## config.mk

```make
export PLATFORM = sky130hd
export DESIGN_NAME = uart_rx_sampler_flat
export DESIGN_NICKNAME = d
export VERILOG_FILES = /design/src/rtl/uart_pkg.sv /design/src/rtl/uart_rx_sampler_if.sv /design/src/rtl/uart_rx_sync.sv /design/src/rtl/uart_rx_sampler.sv /design/src/flat_wrapper.sv
export SDC_FILE = /design/constraint.sdc
export NUM_CORES = 1
export LEC_CHECK = 0
export CAP_MARGIN = 40
export CELL_PAD_IN_SITES_DETAIL_PLACEMENT = 2
export CELL_PAD_IN_SITES_GLOBAL_PLACEMENT = 2
export CORE_MARGIN = 2
export CORE_UTILIZATION = 35
export CTS_CLUSTER_DIAMETER = 60
export DETAILED_ROUTE_END_ITERATION = 10
export PLACE_DENSITY = 0.78
export SLEW_MARGIN = 20
export SYNTH_ARGS = -nofsm -noshare
export SYNTH_HDL_FRONTEND = slang
export SYNTH_HIERARCHICAL = 1
export SYNTH_SLANG_ARGS = --single-unit
```

## constraint.sdc

```tcl
create_clock -name rx_clk -period 1.6 [get_ports rx_clk]
set_input_delay 0.48 -clock rx_clk [delete_from_list [all_inputs] [get_ports rx_clk]]
set_output_delay 0.48 -clock rx_clk [all_outputs]
set_load 0.005 [all_outputs]
```

## src/rtl/uart_pkg.sv

```systemverilog
// uart_pkg: shared types and defaults for the UART receive path.
//   rx_state_e     - receive FSM state encoding
//   OVERSAMPLE_DEF - default baud_tick pulses per bit period
//   DATA_BITS_DEF  - default data bits per frame
package uart_pkg;
  localparam int OVERSAMPLE_DEF = 16;
  localparam int DATA_BITS_DEF  = 8;

  typedef enum logic [1:0] {IDLE, START, DATA, STOP} rx_state_e;
endpackage

```

## src/rtl/uart_rx_sampler_if.sv

```systemverilog
// uart_rx_sampler_if: serial input and bit-timing outputs of the RX sampler.
//   baud_tick   - 16x (OVERSAMPLE x) baud pulse, into sampler
//   rx_in       - raw asynchronous serial line, into sampler
//   bit_strobe  - one-cycle pulse per sampled data bit
//   bit_value   - sampled data bit, held between strobes
//   busy        - frame in progress
//   frame_done  - stop bit sampled high (pulse)
//   frame_error - stop bit sampled low (pulse)
// master drives the line/ticks, slave is the sampler.
interface uart_rx_sampler_if;
  logic baud_tick;
  logic rx_in;
  logic bit_strobe;
  logic bit_value;
  logic busy;
  logic frame_done;
  logic frame_error;

  modport master (
    output baud_tick, rx_in,
    input  bit_strobe, bit_value, busy, frame_done, frame_error
  );

  modport slave (
    input  baud_tick, rx_in,
    output bit_strobe, bit_value, busy, frame_done, frame_error
  );
endinterface

```

## src/rtl/uart_rx_sync.sv

```systemverilog
// uart_rx_sync: SYNC_STAGES-deep synchroniser for the serial line plus
// falling-edge detection on the synchronised signal.
//   i_clk  - receive clock
//   i_rst  - asynchronous active-high reset (flops reset to line-idle 1)
//   i_rx   - raw asynchronous line
//   o_rxs  - synchronised line
//   o_fall - high for one cycle when o_rxs goes 1 -> 0
module uart_rx_sync #(
  parameter int SYNC_STAGES = 2
) (
  input  logic i_clk,
  input  logic i_rst,
  input  logic i_rx,
  output logic o_rxs,
  output logic o_fall
);
  logic [SYNC_STAGES-1:0] r_sync;
  logic                   r_rxs_d;

  // Reset to 1 so that releasing reset on an idle line is not seen as an edge.
  always_ff @(posedge i_clk or posedge i_rst) begin
    if (i_rst) begin
      r_sync  <= '1;
      r_rxs_d <= 1'b1;
    end else begin
      r_sync  <= {r_sync[SYNC_STAGES-2:0], i_rx};
      r_rxs_d <= r_sync[SYNC_STAGES-1];
    end
  end

  assign o_rxs  = r_sync[SYNC_STAGES-1];
  assign o_fall = r_rxs_d & ~r_sync[SYNC_STAGES-1];
endmodule

```

## src/rtl/uart_rx_sampler.sv

```systemverilog
// uart_rx_sampler: receive bit-timing front end. Detects a start edge,
// validates the start bit at its mid-point, then samples each data bit and
// the stop bit at mid-bit using the oversampling baud_tick.
//   rx_clk - receive clock
//   reset  - asynchronous active-high reset
//   bus    - uart_rx_sampler_if.slave (line/ticks in, strobes/status out)
module uart_rx_sampler
  import uart_pkg::*;
#(
  parameter int OVERSAMPLE  = OVERSAMPLE_DEF,
  parameter int DATA_BITS   = DATA_BITS_DEF,
  parameter int SYNC_STAGES = 2
) (
  input logic              rx_clk,
  input logic              reset,
  uart_rx_sampler_if.slave bus
);
  localparam int TW = $clog2(OVERSAMPLE);
  localparam int BW = $clog2(DATA_BITS + 1);
  localparam logic [TW-1:0] HALF_M1  = TW'(OVERSAMPLE / 2 - 1);
  localparam logic [TW-1:0] FULL_M1  = TW'(OVERSAMPLE - 1);
  localparam logic [BW-1:0] LAST_BIT = BW'(DATA_BITS - 1);

  logic w_rxs;
  logic w_fall;

  rx_state_e     r_state;
  logic [TW-1:0] r_tick_cnt;
  logic [BW-1:0] r_bit_cnt;
  logic          r_bit_strobe;
  logic          r_bit_value;
  logic          r_busy;
  logic          r_frame_done;
  logic          r_frame_error;

  uart_rx_sync #(.SYNC_STAGES(SYNC_STAGES)) u_sync (
    .i_clk  (rx_clk),
    .i_rst  (reset),
    .i_rx   (bus.rx_in),
    .o_rxs  (w_rxs),
    .o_fall (w_fall)
  );

  always_ff @(posedge rx_clk or posedge reset) begin
    if (reset) begin
      r_state       <= IDLE;
      r_tick_cnt    <= '0;
      r_bit_cnt     <= '0;
      r_bit_strobe  <= 1'b0;
      r_bit_value   <= 1'b0;
      r_busy        <= 1'b0;
      r_frame_done  <= 1'b0;
      r_frame_error <= 1'b0;
    end else begin
      r_bit_strobe  <= 1'b0;
      r_frame_done  <= 1'b0;
      r_frame_error <= 1'b0;
      case (r_state)
        IDLE: begin
          // Ticks are ignored here; only a fresh falling edge starts a frame.
          if (w_fall) begin
            r_state    <= START;
            r_tick_cnt <= '0;
            r_bit_cnt  <= '0;
            r_busy     <= 1'b1;
          end
        end
        START: begin
          if (bus.baud_tick) begin
            if (r_tick_cnt == HALF_M1) begin
              if (w_rxs) begin
                // Line back high at mid-start: glitch, drop silently.
                r_state <= IDLE;
                r_busy  <= 1'b0;
              end else begin
                r_state    <= DATA;
                r_tick_cnt <= '0;
              end
            end else begin
              r_tick_cnt <= r_tick_cnt + TW'(1);
            end
          end
        end
        DATA: begin
          if (bus.baud_tick) begin
            if (r_tick_cnt == FULL_M1) begin
              r_bit_strobe <= 1'b1;
              r_bit_value  <= w_rxs;
              r_bit_cnt    <= r_bit_cnt + BW'(1);
              r_tick_cnt   <= '0;
              if (r_bit_cnt == LAST_BIT) r_state <= STOP;
            end else begin
              r_tick_cnt <= r_tick_cnt + TW'(1);
            end
          end
        end
        STOP: begin
          if (bus.baud_tick) begin
            if (r_tick_cnt == FULL_M1) begin
              // Leave at mid-stop so a back-to-back start edge is caught.
              r_frame_done  <= w_rxs;
              r_frame_error <= ~w_rxs;
              r_state       <= IDLE;
              r_busy        <= 1'b0;
              r_tick_cnt    <= '0;
            end else begin
              r_tick_cnt <= r_tick_cnt + TW'(1);
            end
          end
        end
        default: begin
          r_state <= IDLE;
          r_busy  <= 1'b0;
        end
      endcase
    end
  end

  assign bus.bit_strobe  = r_bit_strobe;
  assign bus.bit_value   = r_bit_value;
  assign bus.busy        = r_busy;
  assign bus.frame_done  = r_frame_done;
  assign bus.frame_error = r_frame_error;
endmodule

```

## src/flat_wrapper.sv

```systemverilog
// flat-port wrapper written by rule: the top's interface ports become plain ports
module uart_rx_sampler_flat import uart_pkg::*;
#(
  parameter int OVERSAMPLE  = OVERSAMPLE_DEF,
  parameter int DATA_BITS   = DATA_BITS_DEF,
  parameter int SYNC_STAGES = 2
)
  (rx_clk, reset, bus_baud_tick, bus_rx_in, bus_bit_strobe, bus_bit_value, bus_busy, bus_frame_done, bus_frame_error);
  uart_rx_sampler_if bus_i ();
  input logic rx_clk;
  input logic reset;
  input wire logic [$bits(bus_i.baud_tick)-1:0] bus_baud_tick;
  input wire logic [$bits(bus_i.rx_in)-1:0] bus_rx_in;
  output wire logic [$bits(bus_i.bit_strobe)-1:0] bus_bit_strobe;
  output wire logic [$bits(bus_i.bit_value)-1:0] bus_bit_value;
  output wire logic [$bits(bus_i.busy)-1:0] bus_busy;
  output wire logic [$bits(bus_i.frame_done)-1:0] bus_frame_done;
  output wire logic [$bits(bus_i.frame_error)-1:0] bus_frame_error;
  assign bus_i.baud_tick = bus_baud_tick;
  assign bus_i.rx_in = bus_rx_in;
  assign bus_bit_strobe = bus_i.bit_strobe;
  assign bus_bit_value = bus_i.bit_value;
  assign bus_busy = bus_i.busy;
  assign bus_frame_done = bus_i.frame_done;
  assign bus_frame_error = bus_i.frame_error;
  uart_rx_sampler #(.OVERSAMPLE(OVERSAMPLE), .DATA_BITS(DATA_BITS), .SYNC_STAGES(SYNC_STAGES)) u_core (.rx_clk(rx_clk), .reset(reset), .bus(bus_i));
endmodule
```

==> PnR_summary.wiki <==
{| class="wikitable"
! Metric !! Value
|-
| Maximum Capacitance Violations || 0
|-
| Clock Skew || around 0.0047 ns
|-
| Core Region || between 0.002 and 0.003 mm^2
|-
| Leakage power figure || 0.5512 nW
|-
| Leading cell type in the layout, fill and taps excluded || sky130_fd_sc_hd__dfrtp_1
|-
| Drt wl/cell || 18.87 um
|-
| Number of antenna-violating nets in the routed design || 0
|-
| Period utilization || 0.9628
|-
| Cell Area, Synth || 973.4 um^2
|-
| Vias per cell || 5.438
|-
| Total CTS buffers || 3
|-
| Clock root buffer master || sky130_fd_sc_hd__clkbuf_4
|-
| Signal arrival time at the worst endpoint || 1.75 ns
|-
| Vias in the first global route || about 860
|-
| Mapped Nets || a little over 90
|-
| Final net count || about 110
|-
| CTS hold repair buffers || 0
|-
| Peak VDD IR || just under 0.9 mV
|-
| Class of the most critical hold timing path || reg2reg
|-
| Average instance area after synthesis || 11.19 um^2
|-
| DR pass1 iterations || 3
|-
| Final core utilization || 0.4434
|-
| Outcome || complete, no violations
|-
| Startpoint kind of the worst setup timing path || flip-flop
|-
| Floorplan die height || ~57 um
|-
| Post-detailed-placement half-perimeter wirelength || about 1800 um
|-
| Fraction of the yosys area taken by sequential cells || 0.4666
|-
| Cell types occupying the most area after synthesis || sky130_fd_sc_hd__dfrtp_1 39%, sky130_fd_sc_hd__dfstp_2 8.1%, sky130_fd_sc_hd__a22o_1 2.7%
|-
| Final hold violations || 0
|-
| Overall routing resource usage || 0.1843
|-
| Clock input transition at the sequential cells of the worst setup and hold paths || 0.12 ns
|-
| Clk_lat worst skew || 0.31 ns
|-
| CTS tree || built
|-
| Iter 0 DRT Violations || 16
|-
| Total of flip-flops plus latches after synthesis || 18
|-
| Cell Rows || 19
|-
| Power per unit of standard cell area || 1370 mW/mm^2
|-
| Distinct cell type count after synthesis || 41
|-
| Number of buffers on the longest clock path || 2
|-
| Gpl congestion || approximately 0.8
|-
| Die area || approximately 0.0032 mm^2
|-
| Critical path required time || 1.81 ns
|-
| Cell with the largest stage delay on the worst path || sky130_fd_sc_hd__dfstp_2
|-
| Delay of the slowest critical-path stage || 0.64 ns
|-
| Count of buffers from port buffering || 8
|-
| Number of cells produced by synthesis || between 80 and 90
|-
| Final worst path period need || between 1.5 and 2 ns
|-
| Register-to-register setup slack || slightly below 0.06 ns
|-
| Area added between synthesis and finish || 22.36%
|-
| Inst Count DP || between 100 and 150
|-
| Routed wire length || 2585 um
|-
| Number of antenna violations at the first check in global routing || 0
|-
| Kind of end point of the critical path || flip-flop
|-
| Final-report setup violation count || 0
|-
| Worst path cell trace || nand4bb_1 > o22ai_4 > nor2_2 > mux2_2
|-
| Initial core utilization || 0.3624
|-
| Largest net degree at the start of global routing || 16
|-
| Max H-tree Level || 1
|-
| Total grt overflow || 0
|-
| Detailed-route via count || roughly 750
|-
| Max Fclk || 649.1 MHz
|-
| Post-layout instance count excluding filler cells || between 100 and 150
|-
| Non-Filler Cell Area, Final || between 0.001 and 0.0015 mm^2
|-
| Top cell type's share of synthesized area || 0.3856
|-
| Post-detailed-placement cell area || 0.001140 mm^2
|-
| Number of sinks driven by the clock tree || 18
|-
| Commonest cells after routing, fill and taps aside || 13 x sky130_fd_sc_hd__dfrtp_1, 11 x sky130_fd_sc_hd__buf_4, 6 x sky130_fd_sc_hd__dlygate4sd2_1, 6 x sky130_fd_sc_hd__inv_1
|-
| Proportion of layout cells with a drive suffix above 1 || 0.3302
|-
| Detailed-route DRC error count || 0
|-
| Slew HR || 0.7967
|-
| Synthesis Warnings || 6
|-
| Width of the chip || approximately 57 um
|-
| Slew at the pin with the worst max-slew slack || approximately 0.3 ns
|-
| First-pass GRT wire length || between 4000 and 5000 um
|-
| Setup Crit Path Kind || reg2reg
|-
| Top-level I/O count || 9
|-
| Diode count || 0
|-
| Total power || about 0.0016 W
|-
| Max-slew violation count || 0
|-
| Post-synth top area cell || sky130_fd_sc_hd__dfrtp_1
|-
| Highest net fanout along the worst path || 6
|}
cells by family after synthesis:
group,share of synthesized area
AO/OA/AOI/OAI,0.1375
XOR/XNOR,0.01800
adder cells (fa/ha/maj),0.02570
buffers and inverters,0.05912
flip-flops,0.4666
multiplexers,0.04499
AND/OR/NAND/NOR,0.2481
worst paths after layout:
check                                   startpoint                      end  cells after the start
hold / removal             u_core/u_sync/r_sync[0]  u_core/u_sync/r_sync[1]                      0
min in group asynchronous                    reset      u_core/r_bit_cnt[1]                      3
setup / recovery           u_core/u_sync/r_sync[1]     u_core/r_tick_cnt[0]                      4
hold reg to reg            u_core/u_sync/r_sync[0]  u_core/u_sync/r_sync[1]                      0
max in group asynchronous                    reset        u_core/r_state[0]                      3
setup reg to reg           u_core/u_sync/r_sync[1]     u_core/r_tick_cnt[0]                      4
state kept, by name, indices dropped and copies added, names as in the netlist, named ones only:
register and cells:
u_core/bus.bit_strobe 1, u_core/bus.bit_value 1, u_core/bus.busy 1, u_core/bus.frame_done 1, u_core/bus.frame_error 1, u_core/r_bit_cnt 4
u_core/r_state 1, u_core/r_tick_cnt 4, u_core/u_sync/r_rxs_d 1, u_core/u_sync/r_sync 2
through the flow:
| step | setup slack (ns) | setup TNS (ns) | hold slack (ns) |
|---|---|---|---|
| after floorplan | 0.1446 | 0 | 0.3452 |
| after CTS | 0.007767 | 0 | 0.3673 |
| after global placement | -0.2903 | -2.606 | 0.3483 |
| after global routing | -0.005989 | -0.005989 | 0.3686 |
| after detailed placement | -0.3365 | -3.545 | 0.3479 |
| final | 0.05951 | 0 | 0.3643 |
critical path: cells and delay by family, from the launching register on:
kind | cells | cell delay [ns]
AO/OA/AOI/OAI | 1 | 0.24
AND/OR/NAND/NOR | 2 | 0.30
flip-flops | 1 | 0.64
multiplexers | 1 | 0.26
per-layer routing:
layer | GRT usage | part of all wire | vias up | wire [um]
met5 | 0 | 0 | - | 0
met2 | 0.3206 | 0.52 | 5 | 1349
met1 | 0.2330 | 0.45 | 389 | 1157
li1 | - | - | 346 | -
met3 | 0.02765 | 0.013 | 5 | 34
met4 | 0.05980 | 0.016 | 0 | 42
power by group:
part	switching, W	internal, W
combinational	0.000312	0.000309
clock	0.000161	0.000139
sequential	0.000160	0.000550
synthesized netlist by cell type:
cell type and instances:
sky130_fd_sc_hd__mux2_1 1, sky130_fd_sc_hd__or4_1 1, sky130_fd_sc_hd__ha_1 2, sky130_fd_sc_hd__xnor2_1 2
sky130_fd_sc_hd__mux2i_1 1, sky130_fd_sc_hd__or2_1 2, sky130_fd_sc_hd__nor3b_4 1, sky130_fd_sc_hd__nand2_2 1
sky130_fd_sc_hd__nand4_1 2, sky130_fd_sc_hd__o21bai_1 1, sky130_fd_sc_hd__nor4_2 1, sky130_fd_sc_hd__o211ai_2 1
sky130_fd_sc_hd__a22o_1 3, sky130_fd_sc_hd__nand2_4 1, sky130_fd_sc_hd__nor4_4 1, sky130_fd_sc_hd__nand2_1 5
sky130_fd_sc_hd__o22ai_2 1, sky130_fd_sc_hd__dfrtp_1 15, sky130_fd_sc_hd__and3_4 1, sky130_fd_sc_hd__nor3_2 1
sky130_fd_sc_hd__nor2_2 1, sky130_fd_sc_hd__o2111ai_1 1, sky130_fd_sc_hd__nor2_1 5, sky130_fd_sc_hd__a211o_1 1
sky130_fd_sc_hd__buf_2 1, sky130_fd_sc_hd__buf_6 2, sky130_fd_sc_hd__inv_1 6, sky130_fd_sc_hd__a22oi_1 1
sky130_fd_sc_hd__o21ai_0 5, sky130_fd_sc_hd__a21oi_1 2, sky130_fd_sc_hd__nand4bb_1 1, sky130_fd_sc_hd__nand3_1 2
sky130_fd_sc_hd__nand4b_1 1, sky130_fd_sc_hd__nor3_1 4, sky130_fd_sc_hd__nand3_2 1, sky130_fd_sc_hd__buf_4 1
sky130_fd_sc_hd__o21a_1 1, sky130_fd_sc_hd__a21o_1 1, sky130_fd_sc_hd__mux2_2 2, sky130_fd_sc_hd__nor2b_4 1
sky130_fd_sc_hd__dfstp_2 3
cell type report:
| cell class | instances | area, um^2 |
|---|---|---|
| Inverter | 6 | 22.52 |
| Tap cell | 31 | 38.79 |
| Clock buffer | 4 | 36.28 |
| Sequential cell | 18 | 456.7 |
| Multi-Input combinational cell | 59 | 481.7 |
| Fill cell | 285 | 1495 |
| Timing Repair Buffer | 19 | 155.1 |
repair_timing:
action,4_1_cts,5_1_grt
hold endpoints to repair,0,0
setup endpoints to repair,9,7
setup buffers,0,0
pin swaps,1,0
resized for setup,7,4
Note: power is estimated with default switching activity, not from simulation.
